[config.mk]
export PLATFORM = sky130hd
export DESIGN_NAME = wr_guard_recovery_ctrl_flat
export DESIGN_NICKNAME = d
export VERILOG_FILES = /design/src/rtl/wr_guard_recovery_ctrl_if.sv /design/src/rtl/wr_guard_recovery_ctrl.sv /design/src/flat_wrapper.sv
export SDC_FILE = /design/constraint.sdc
export NUM_CORES = 1
export LEC_CHECK = 0
export CAP_MARGIN = 20
export CORE_MARGIN = 2
export CORE_UTILIZATION = 49
export CTS_CLUSTER_SIZE = 16
export DETAILED_ROUTE_END_ITERATION = 6
export PLACE_DENSITY_LB_ADDON = 0.05
export SLEW_MARGIN = 10
export SYNTH_ARGS = -nofsm -noshare
export SYNTH_HDL_FRONTEND = slang
export SYNTH_SLANG_ARGS = --single-unit
[constraint.sdc]
create_clock -name clk_i -period 3.49 [get_ports clk_i]
set_input_delay 1.047 -clock clk_i [delete_from_list [all_inputs] [get_ports clk_i]]
set_output_delay 1.047 -clock clk_i [all_outputs]
set_load 0.05 [all_outputs]
[src/rtl/wr_guard_recovery_ctrl_if.sv]
// Fault/recovery signal bundle between the write-side transaction manager and
// its recovery sequencer. slave = sequencer side, master = manager/software side.
interface wr_guard_recovery_ctrl_if #(
  parameter int unsigned IdWidth     = 4,
  parameter int unsigned EvtCntWidth = 8
);
  logic                   timeout_i;
  logic                   unwanted_i;
  logic [IdWidth-1:0]     evt_id_i;
  logic                   w_inflight_i;
  logic                   irq_ack_i;
  logic                   auto_recover_i;
  logic                   admit_o;
  logic                   isolate_o;
  logic                   mgr_clear_o;
  logic                   irq_o;
  logic [IdWidth-1:0]     irq_id_o;
  logic [1:0]             irq_cause_o;
  logic [EvtCntWidth-1:0] evt_cnt_o;
  logic [2:0]             state_o;

  modport slave (
    input  timeout_i, unwanted_i, evt_id_i, w_inflight_i, irq_ack_i, auto_recover_i,
    output admit_o, isolate_o, mgr_clear_o, irq_o, irq_id_o, irq_cause_o, evt_cnt_o,
           state_o
  );

  modport master (
    output timeout_i, unwanted_i, evt_id_i, w_inflight_i, irq_ack_i, auto_recover_i,
    input  admit_o, isolate_o, mgr_clear_o, irq_o, irq_id_o, irq_cause_o, evt_cnt_o,
           state_o
  );
endinterface

[src/rtl/wr_guard_recovery_ctrl.sv]
// Write-side recovery sequencer: blocks AW admission, isolates the slave port,
// drains W, flushes the manager, holds, then recovers. Optional DRAIN watchdog:
// define WR_GUARD_DRAIN_WDT_EN.
module wr_guard_recovery_ctrl #(
  parameter int unsigned IdWidth     = 4,
  parameter int unsigned HoldCycles  = 16,
  parameter int unsigned DrainLimit  = 256,
  parameter int unsigned EvtCntWidth = 8
) (
  input  logic                     clk_i,
  input  logic                     rst_i,
  wr_guard_recovery_ctrl_if.slave  bus
);

  typedef enum logic [2:0] {
    IDLE     = 3'd0,
    DRAIN    = 3'd1,
    FLUSH    = 3'd2,
    HOLD     = 3'd3,
    WAIT_ACK = 3'd4
  } state_e;

  localparam int unsigned HoldW = (HoldCycles > 1) ? $clog2(HoldCycles) : 1;
  localparam logic [HoldW-1:0] HoldLoad = HoldW'(HoldCycles - 1);

  if (HoldCycles < 1 || DrainLimit < 1) begin : g_bad_param
    $error("wr_guard_recovery_ctrl: HoldCycles and DrainLimit must be >= 1");
  end

  state_e                 state_q, state_d;
  logic [HoldW-1:0]       hold_cnt_q, hold_cnt_d;
  logic                   irq_q, irq_d;
  logic [IdWidth-1:0]     irq_id_q, irq_id_d;
  logic [1:0]             irq_cause_q, irq_cause_d;
  logic [EvtCntWidth-1:0] evt_cnt_q, evt_cnt_d;
  logic [1:0]             fault_vec;

`ifdef WR_GUARD_DRAIN_WDT_EN
  localparam int unsigned DrainW = (DrainLimit > 1) ? $clog2(DrainLimit) : 1;
  localparam logic [DrainW-1:0] DrainLast = DrainW'(DrainLimit - 1);

  logic [DrainW-1:0] drain_cnt_q, drain_cnt_d;
  logic              drain_forced_q, drain_forced_d;
`endif

  assign fault_vec = {bus.unwanted_i, bus.timeout_i};

  always_comb begin
    state_d     = state_q;
    hold_cnt_d  = hold_cnt_q;
    irq_d       = irq_q;
    irq_id_d    = irq_id_q;
    irq_cause_d = irq_cause_q;
    evt_cnt_d   = evt_cnt_q;
`ifdef WR_GUARD_DRAIN_WDT_EN
    drain_cnt_d    = drain_cnt_q;
    drain_forced_d = drain_forced_q;
`endif

    unique case (state_q)
      IDLE: begin
        if (|fault_vec) begin
          state_d     = DRAIN;
          irq_d       = 1'b1;
          irq_id_d    = bus.evt_id_i;
          irq_cause_d = fault_vec;
          if (evt_cnt_q != '1) begin
            evt_cnt_d = evt_cnt_q + 1'b1;
          end
`ifdef WR_GUARD_DRAIN_WDT_EN
          drain_cnt_d = '0;
`endif
        end
      end

      DRAIN: begin
        // Later faults only widen the cause; the ID stays that of the first event.
        irq_cause_d = irq_cause_q | fault_vec;
        if (!bus.w_inflight_i) begin
          state_d = FLUSH;
`ifdef WR_GUARD_DRAIN_WDT_EN
        end else if (drain_cnt_q == DrainLast) begin
          state_d        = FLUSH;
          drain_forced_d = 1'b1;
          irq_cause_d    = 2'b11;
        end else begin
          drain_cnt_d = drain_cnt_q + 1'b1;
`endif
        end
      end

      FLUSH: begin
        state_d    = HOLD;
        hold_cnt_d = HoldLoad;
      end

      HOLD: begin
        if (hold_cnt_q == '0) begin
          if (bus.auto_recover_i) begin
            state_d = IDLE;
            irq_d   = 1'b0;
`ifdef WR_GUARD_DRAIN_WDT_EN
            drain_forced_d = 1'b0;
`endif
          end else begin
            state_d = WAIT_ACK;
          end
        end else begin
          hold_cnt_d = hold_cnt_q - 1'b1;
        end
      end

      WAIT_ACK: begin
        // Faults are not looked at here, so an ack coincident with a fault wins.
        if (bus.irq_ack_i) begin
          state_d = IDLE;
          irq_d   = 1'b0;
`ifdef WR_GUARD_DRAIN_WDT_EN
          drain_forced_d = 1'b0;
`endif
        end
      end

      default: begin
        state_d = IDLE;
        irq_d   = 1'b0;
      end
    endcase

`ifdef WR_GUARD_DRAIN_WDT_EN
    if (drain_forced_d) begin
      irq_cause_d = 2'b11;
    end
`endif
  end

  always_ff @(posedge clk_i) begin
    if (rst_i) begin
      state_q     <= IDLE;
      hold_cnt_q  <= '0;
      irq_q       <= 1'b0;
      irq_id_q    <= '0;
      irq_cause_q <= '0;
      evt_cnt_q   <= '0;
`ifdef WR_GUARD_DRAIN_WDT_EN
      drain_cnt_q    <= '0;
      drain_forced_q <= 1'b0;
`endif
    end else begin
      state_q     <= state_d;
      hold_cnt_q  <= hold_cnt_d;
      irq_q       <= irq_d;
      irq_id_q    <= irq_id_d;
      irq_cause_q <= irq_cause_d;
      evt_cnt_q   <= evt_cnt_d;
`ifdef WR_GUARD_DRAIN_WDT_EN
      drain_cnt_q    <= drain_cnt_d;
      drain_forced_q <= drain_forced_d;
`endif
    end
  end

  assign bus.admit_o     = (state_q == IDLE);
  assign bus.isolate_o   = (state_q == DRAIN) || (state_q == FLUSH) || (state_q == HOLD);
  assign bus.mgr_clear_o = (state_q == FLUSH);
  assign bus.irq_o       = irq_q;
  assign bus.irq_id_o    = irq_id_q;
  assign bus.irq_cause_o = irq_cause_q;
  assign bus.evt_cnt_o   = evt_cnt_q;
  assign bus.state_o     = state_q;

endmodule

[src/flat_wrapper.sv]
// flat-port wrapper written by rule: the top's interface ports become plain ports
module wr_guard_recovery_ctrl_flat 
#(
  parameter int unsigned IdWidth     = 4,
  parameter int unsigned HoldCycles  = 16,
  parameter int unsigned DrainLimit  = 256,
  parameter int unsigned EvtCntWidth = 8
)
  (clk_i, rst_i, bus_timeout_i, bus_unwanted_i, bus_evt_id_i, bus_w_inflight_i, bus_irq_ack_i, bus_auto_recover_i, bus_admit_o, bus_isolate_o, bus_mgr_clear_o, bus_irq_o, bus_irq_id_o, bus_irq_cause_o, bus_evt_cnt_o, bus_state_o);
  wr_guard_recovery_ctrl_if #(.IdWidth(IdWidth), .EvtCntWidth(EvtCntWidth)) bus_i ();
  input  logic clk_i;
  input  logic rst_i;
  input wire logic [$bits(bus_i.timeout_i)-1:0] bus_timeout_i;
  input wire logic [$bits(bus_i.unwanted_i)-1:0] bus_unwanted_i;
  input wire logic [$bits(bus_i.evt_id_i)-1:0] bus_evt_id_i;
  input wire logic [$bits(bus_i.w_inflight_i)-1:0] bus_w_inflight_i;
  input wire logic [$bits(bus_i.irq_ack_i)-1:0] bus_irq_ack_i;
  input wire logic [$bits(bus_i.auto_recover_i)-1:0] bus_auto_recover_i;
  output wire logic [$bits(bus_i.admit_o)-1:0] bus_admit_o;
  output wire logic [$bits(bus_i.isolate_o)-1:0] bus_isolate_o;
  output wire logic [$bits(bus_i.mgr_clear_o)-1:0] bus_mgr_clear_o;
  output wire logic [$bits(bus_i.irq_o)-1:0] bus_irq_o;
  output wire logic [$bits(bus_i.irq_id_o)-1:0] bus_irq_id_o;
  output wire logic [$bits(bus_i.irq_cause_o)-1:0] bus_irq_cause_o;
  output wire logic [$bits(bus_i.evt_cnt_o)-1:0] bus_evt_cnt_o;
  output wire logic [$bits(bus_i.state_o)-1:0] bus_state_o;
  assign bus_i.timeout_i = bus_timeout_i;
  assign bus_i.unwanted_i = bus_unwanted_i;
  assign bus_i.evt_id_i = bus_evt_id_i;
  assign bus_i.w_inflight_i = bus_w_inflight_i;
  assign bus_i.irq_ack_i = bus_irq_ack_i;
  assign bus_i.auto_recover_i = bus_auto_recover_i;
  assign bus_admit_o = bus_i.admit_o;
  assign bus_isolate_o = bus_i.isolate_o;
  assign bus_mgr_clear_o = bus_i.mgr_clear_o;
  assign bus_irq_o = bus_i.irq_o;
  assign bus_irq_id_o = bus_i.irq_id_o;
  assign bus_irq_cause_o = bus_i.irq_cause_o;
  assign bus_evt_cnt_o = bus_i.evt_cnt_o;
  assign bus_state_o = bus_i.state_o;
  wr_guard_recovery_ctrl #(.IdWidth(IdWidth), .HoldCycles(HoldCycles), .DrainLimit(DrainLimit), .EvtCntWidth(EvtCntWidth)) u_core (.clk_i(clk_i), .rst_i(rst_i), .bus(bus_i));
endmodule
==> impl_metrics.tcl, run 1 <==
set metrics [dict create \
    status "finished clean" \
    worstPathMaxFanout 8 \
    reg2reg_to "u_core.bus.evt_cnt_o[3]" \
    syn2layout_area_growth_pct 31.4 \
    antenna_found_initial 0 \
    route.vias.total 1019 \
    fin_nets 170 \
    synth_top_area_cell "dfxtp_1" \
    totalWireLength_mm 2.32 \
    arrival_ps 2280 \
    timing.final.hold_violations 0 \
    vias_per_cell 5.54 \
    yosysMostFrequentCell "dfxtp_1" \
    htree_num_levels 1 \
    holdBufCountCts 0 \
    fmax_mhz 301 \
    fin_crit_sh_pct 95.4 \
    multi_input_area_um2 591 \
    numCtsBuffers 3 \
    tightest_slew_ps 615 \
    rsz0062_at_grt "false" \
    cts_resized 0 \
    power.density_nw_per_um2 439 \
    setup_ws_ps 162 \
    async_flop_share_pct 0 \
    fin_util_pct 66.8 \
    cellLeakagePower_nw 0.537 \
    grt_pass1_wl_mm 3.68 \
    synth-adder-area-share_pct 2.29 \
    drv_slew 0 \
    wl_per_cell_um 12.6 \
    ys_warn_count 0 \
    min-delay-start "u_core.bus.irq_id_o[2]" \
    coreArea_um2 2150 \
    dieWidth_um 51.2 \
    cts_tree "built" \
    die_area_um2 2620 \
    synth-seq-cells 22 \
    max_slew_margin_pct 59.0 \
    synth_commonest_cells "dfxtp_1, nand2_1, a21oi_1, nor2_1, nand3_1" \
    synth_cell_type_count 41 \
    yosys.area_share.xor_xnor_pct 0 \
    syn_nets 139 \
    tns_ps 0 \
    ys_seq_area_share_pct 40.3 \
    grt_overflow 0 \
    cts_root_buffer "clkbuf_4" \
    synth_flop_cell "dfxtp_1" \
    maxCapViolations 0 \
    clk_pin_slew_ps 120 \
    fp-row-count 17 \
    clkLatencyLatePin_ps 300 \
    post_cts_buffers 0 \
    clkSinkCount 22 \
    drt_pass1_iterations 4 \
    synth.top_cell.area_share_pct 40.3 \
    synth_top_family_by_area "simple AND/OR/NAND/NOR gates" \
    seqCellArea_um2 440 \
    reg2reg_from "u_core.bus.state_o[0]" \
    required_ps 2440 \
    dp_slack_ps 514 \
    netlist_instances 126 \
    hpwlAfterDp_mm 1.67 \
    setup_viol 0 \
    antenna_cells 0 \
    synth_edf_count 0 \
    endpoint_kind "output port" \
    period_minus_slack_ps 3330 \
    synth-simple-area-share_pct 28.5 \
    grt_pass1_vias 833 \
    skew_ps 3.55 \
    start_util_pct 50.8 \
    hold_path_class "flip-flop to flip-flop" \
    synth_compound_area_share_pct 21.3 \
    muxShareOfSynthArea_pct 1.95 \
    fill_cells 191 \
    die-height_um 51.2 \
    ir_drop_uv 329 \
    syn_avg_cell_area_um2 8.67 \
    worstHoldPathCells 2 \
    start_kind "flip-flop" \
    ctsLongestPathBuffers 2 \
    io_pins 32 \
    drive_gt1_share_pct 8.33 \
    r2r_cells 4 \
    crit_type "flip-flop to output port" \
    hold_path_end "u_core.bus.irq_id_o[2]" \
    antenna_left 0 \
    gr-usage-all-layers_pct 18.2 \
    gpl.final_weighted_congestion 0.724 \
    io_buffers 31 \
    synth_area_leaders "dfxtp_1, a21oi_1, nand2_1" \
    netlist_area_um2 1090 \
    drc 0 \
    drt_iter0_markers 24 \
    grt_max_degree 17 \
    r2r_setup_slack_ps 1750 \
]
-- layout make-up --
cell class                 count  area share [%]
multi-input combinational     94            41.2
sequential                    22            30.7
timing repair buffer          32            22.1
clock buffer                   4            2.53
tap                           28            2.44
inverter                       4            1.05
-- critical path: stages (launching register included) --
cell and delay [ps]:
dfxtp_1 520, nor2b_1 400, and2b_1 250, clkdlybuf4s50_1 820
-- power by group --
part,internal (W),switching (W),leakage [nW]
clock,0.0000636,0.0000753,0.0210
sequential,0.000270,0.0000206,0.180
combinational,0.0000740,0.000126,0.336
total,0.000408,0.000222,0.537
-- state kept, by name, summed over array words and instances, names as in the netlist --
signal and flops:
u_core.bus.evt_cnt_o 8, u_core.bus.irq_cause_o 2, u_core.bus.irq_id_o 4, u_core.bus.irq_o 1, u_core.bus.state_o 3, u_core.hold_cnt_q 4
-- worst max path at each step --
stage / startpoint / endpoint / slack, ps / cells after the start
global route: u_core.bus.state_o[1] / bus_mgr_clear_o / 7 / 3
CTS: u_core.bus.state_o[1] / bus_mgr_clear_o / 160 / 3
detailed placement: u_core.bus.state_o[1] / bus_mgr_clear_o / 510 / 3
floorplan: u_core.bus.state_o[0] / bus_isolate_o / 670 / 3
finish: u_core.bus.state_o[1] / bus_mgr_clear_o / 160 / 3
global placement: u_core.bus.state_o[1] / bus_mgr_clear_o / 580 / 3
-- cells by family (layout without fill, tap and decap cells) --
group | count (synthesis) | count (layout)
adders and majority gates | 2 | 2
buffers and inverters | 10 | 40
AOI/OAI and AO/OA | 35 | 35
and+or+nand+nor | 55 | 55
DFF | 22 | 22
muxes | 2 | 2
-- stage by stage --
stage | cell area [um^2] | instances | total power, W | hold slack (ps)
global placement | 1400 | 180 | 0.000493 | 440
detailed placement | 1400 | 180 | 0.000497 | 450
finish | 1440 | 184 | 0.000630 | 463
global route | 1440 | 184 | 0.000658 | 483
floorplan | 1090 | 126 | 0.000436 | 478
CTS | 1440 | 184 | 0.000635 | 468
-- layout by cell type, fill, tap and decap left out, types with 3 or more instances in the layout --
cell type and n:
clkdlybuf4s50_1 31, dfxtp_1 22, nand2_1 13, nor2_1 12, a21oi_1 12, nand3_1 5
inv_1 4, nor3_1 4, o21ai_0 4, nor2b_1 3, o21a_1 3, a22oi_1 3
or4_1 3, clkbuf_4 3
-- metal layers --
layer	vias up	part of all wire [%]	track usage, %
met5	-	0	0
li1	525	-	-
met3	2	3.8	2.63
met4	0	0.60	8.33
met2	23	46	27.9
met1	469	50	25.2
(Power assumes the default switching activity.)
==> inputs of run 2 (changes only) <==
Settings changed: CORE_MARGIN 2 to not set.
==> impl_metrics.tcl, run 2 (synthesis results as in run 1) <==
set metrics [dict create \
    fill_cells 164 \
    arrival_ps 2260 \
    start_util_pct 54.0 \
    hold_slack_ps 462 \
    route.vias.total 1062 \
    fp-row-count 16 \
    grt.met3_usage_pct 5.61 \
    endpoint_kind "output port" \
    antenna_cells 0 \
    drive_gt1_share_pct 8.33 \
    ctsLongestPathBuffers 2 \
    gpl.final_weighted_congestion 0.758 \
    worstPathMaxFanout 8 \
    cts_root_buffer "clkbuf_4" \
    syn2layout_area_growth_pct 32.8 \
    drt_pass1_iterations 4 \
    gr-usage-all-layers_pct 21.9 \
    die_area_um2 2420 \
    start_kind "flip-flop" \
    setup_viol 0 \
    hold_path_class "flip-flop to flip-flop" \
    grt_pass1_vias 966 \
    hpwlAfterDp_mm 1.79 \
    totalWireLength_mm 2.49 \
    grt_max_degree 17 \
    final_cell_mix "clkdlybuf4s50_1, dfxtp_1, nand2_1" \
    io_pins 32 \
    tightest_slew_ps 613 \
    max_slew_margin_pct 59.1 \
    met1_usage_pct 28.0 \
    cts_resized 0 \
    antenna_left 0 \
    power_w 0.000689 \
    period_minus_slack_ps 3310 \
    ir_drop_uv 326 \
    power.density_nw_per_um2 475 \
    grt_pass1_wl_mm 4.12 \
    vias_per_cell 5.80 \
    status "finished clean" \
    coreArea_um2 2020 \
    fin_cells 183 \
    dp_cells 179 \
    setup_ws_ps 181 \
    post_cts_buffers 0 \
    fin_nets 170 \
    rsz0062_at_grt "false" \
    io_buffers 31 \
    dp_slack_ps 535 \
    antenna_found_initial 0 \
    dieWidth_um 49.2 \
    numCtsBuffers 3 \
    maxCapViolations 0 \
    cts_tree "built" \
    cellLeakagePower_nw 0.544 \
    tns_ps 0 \
    fmax_mhz 302 \
    clk_pin_slew_ps 130 \
    drv_slew 0 \
    clkLatencyLatePin_ps 310 \
    clkSinkCount 22 \
    htree_num_levels 1 \
    grt_overflow 0 \
    grt_busiest_layer "met2" \
    die-height_um 49.2 \
    required_ps 2440 \
    worstHoldPathCells 2 \
    final_common_cell "clkdlybuf4s50_1" \
    gr-usage-met2_pct 36.1 \
    fin_crit_sh_pct 94.8 \
    skew_ps 6.67 \
    largest_reg_flops 8 \
    timing.final.hold_violations 0 \
    drc 0 \
    crit_type "flip-flop to output port" \
    drt_iter0_markers 22 \
    r2r_cells 4 \
    wl_per_cell_um 13.6 \
    holdBufCountCts 0 \
]
run 2: power breakdown:
part / total [W] / switching, W / internal, W
Combinational: 0.000202 / 0.000127 / 0.0000744
Sequential: 0.000291 / 0.0000207 / 0.000270
Clock: 0.000196 / 0.0000802 / 0.000116
Total: 0.000689 / 0.000228 / 0.000461
run 2: final timing paths:
| kind | end | startpoint | slack [ps] |
|---|---|---|---|
| hold reg to reg | u_core.bus.irq_id_o[1] | u_core.bus.irq_id_o[1] | 460 |
| setup reg to reg | u_core.bus.evt_cnt_o[3] | u_core.bus.state_o[0] | 1720 |
| hold / removal | u_core.bus.irq_id_o[1] | u_core.bus.irq_id_o[1] | 460 |
| setup / recovery | bus_mgr_clear_o | u_core.bus.state_o[1] | 180 |
run 2: critical path, stage by stage, from the launching register on:
cell,delay [ps]
dfxtp_1,500
nor2b_1,390
and2b_1,240
clkdlybuf4s50_1,820
run 2: layout make-up:
| class | instances | area [um^2] | area share, % |
|---|---|---|---|
| Inverter | 4 | 15.0 | 1.04 |
| Clock inverter | 1 | 30.0 | 2.07 |
| Multi-Input combinational cell | 94 | 591 | 40.7 |
| Timing Repair Buffer | 32 | 318 | 21.9 |
| Clock buffer | 3 | 22.5 | 1.55 |
| Tap cell | 27 | 33.8 | 2.33 |
| Sequential cell | 22 | 440 | 30.4 |
run 2: metal layers:
layer,part of all wire [%],vias up
met5,0,-
met4,1.0,0
met1,43,497
met3,6.7,5
met2,49,40
li1,-,520
run 2: stage by stage:
step	cell area, um^2	util, %
2_1_floorplan	1090	-
3_3_place_gp	1400	69.1
3_5_place_dp	1400	69.1
4_1_cts	1450	71.7
5_1_grt	1450	71.7
6_report	1450	71.7
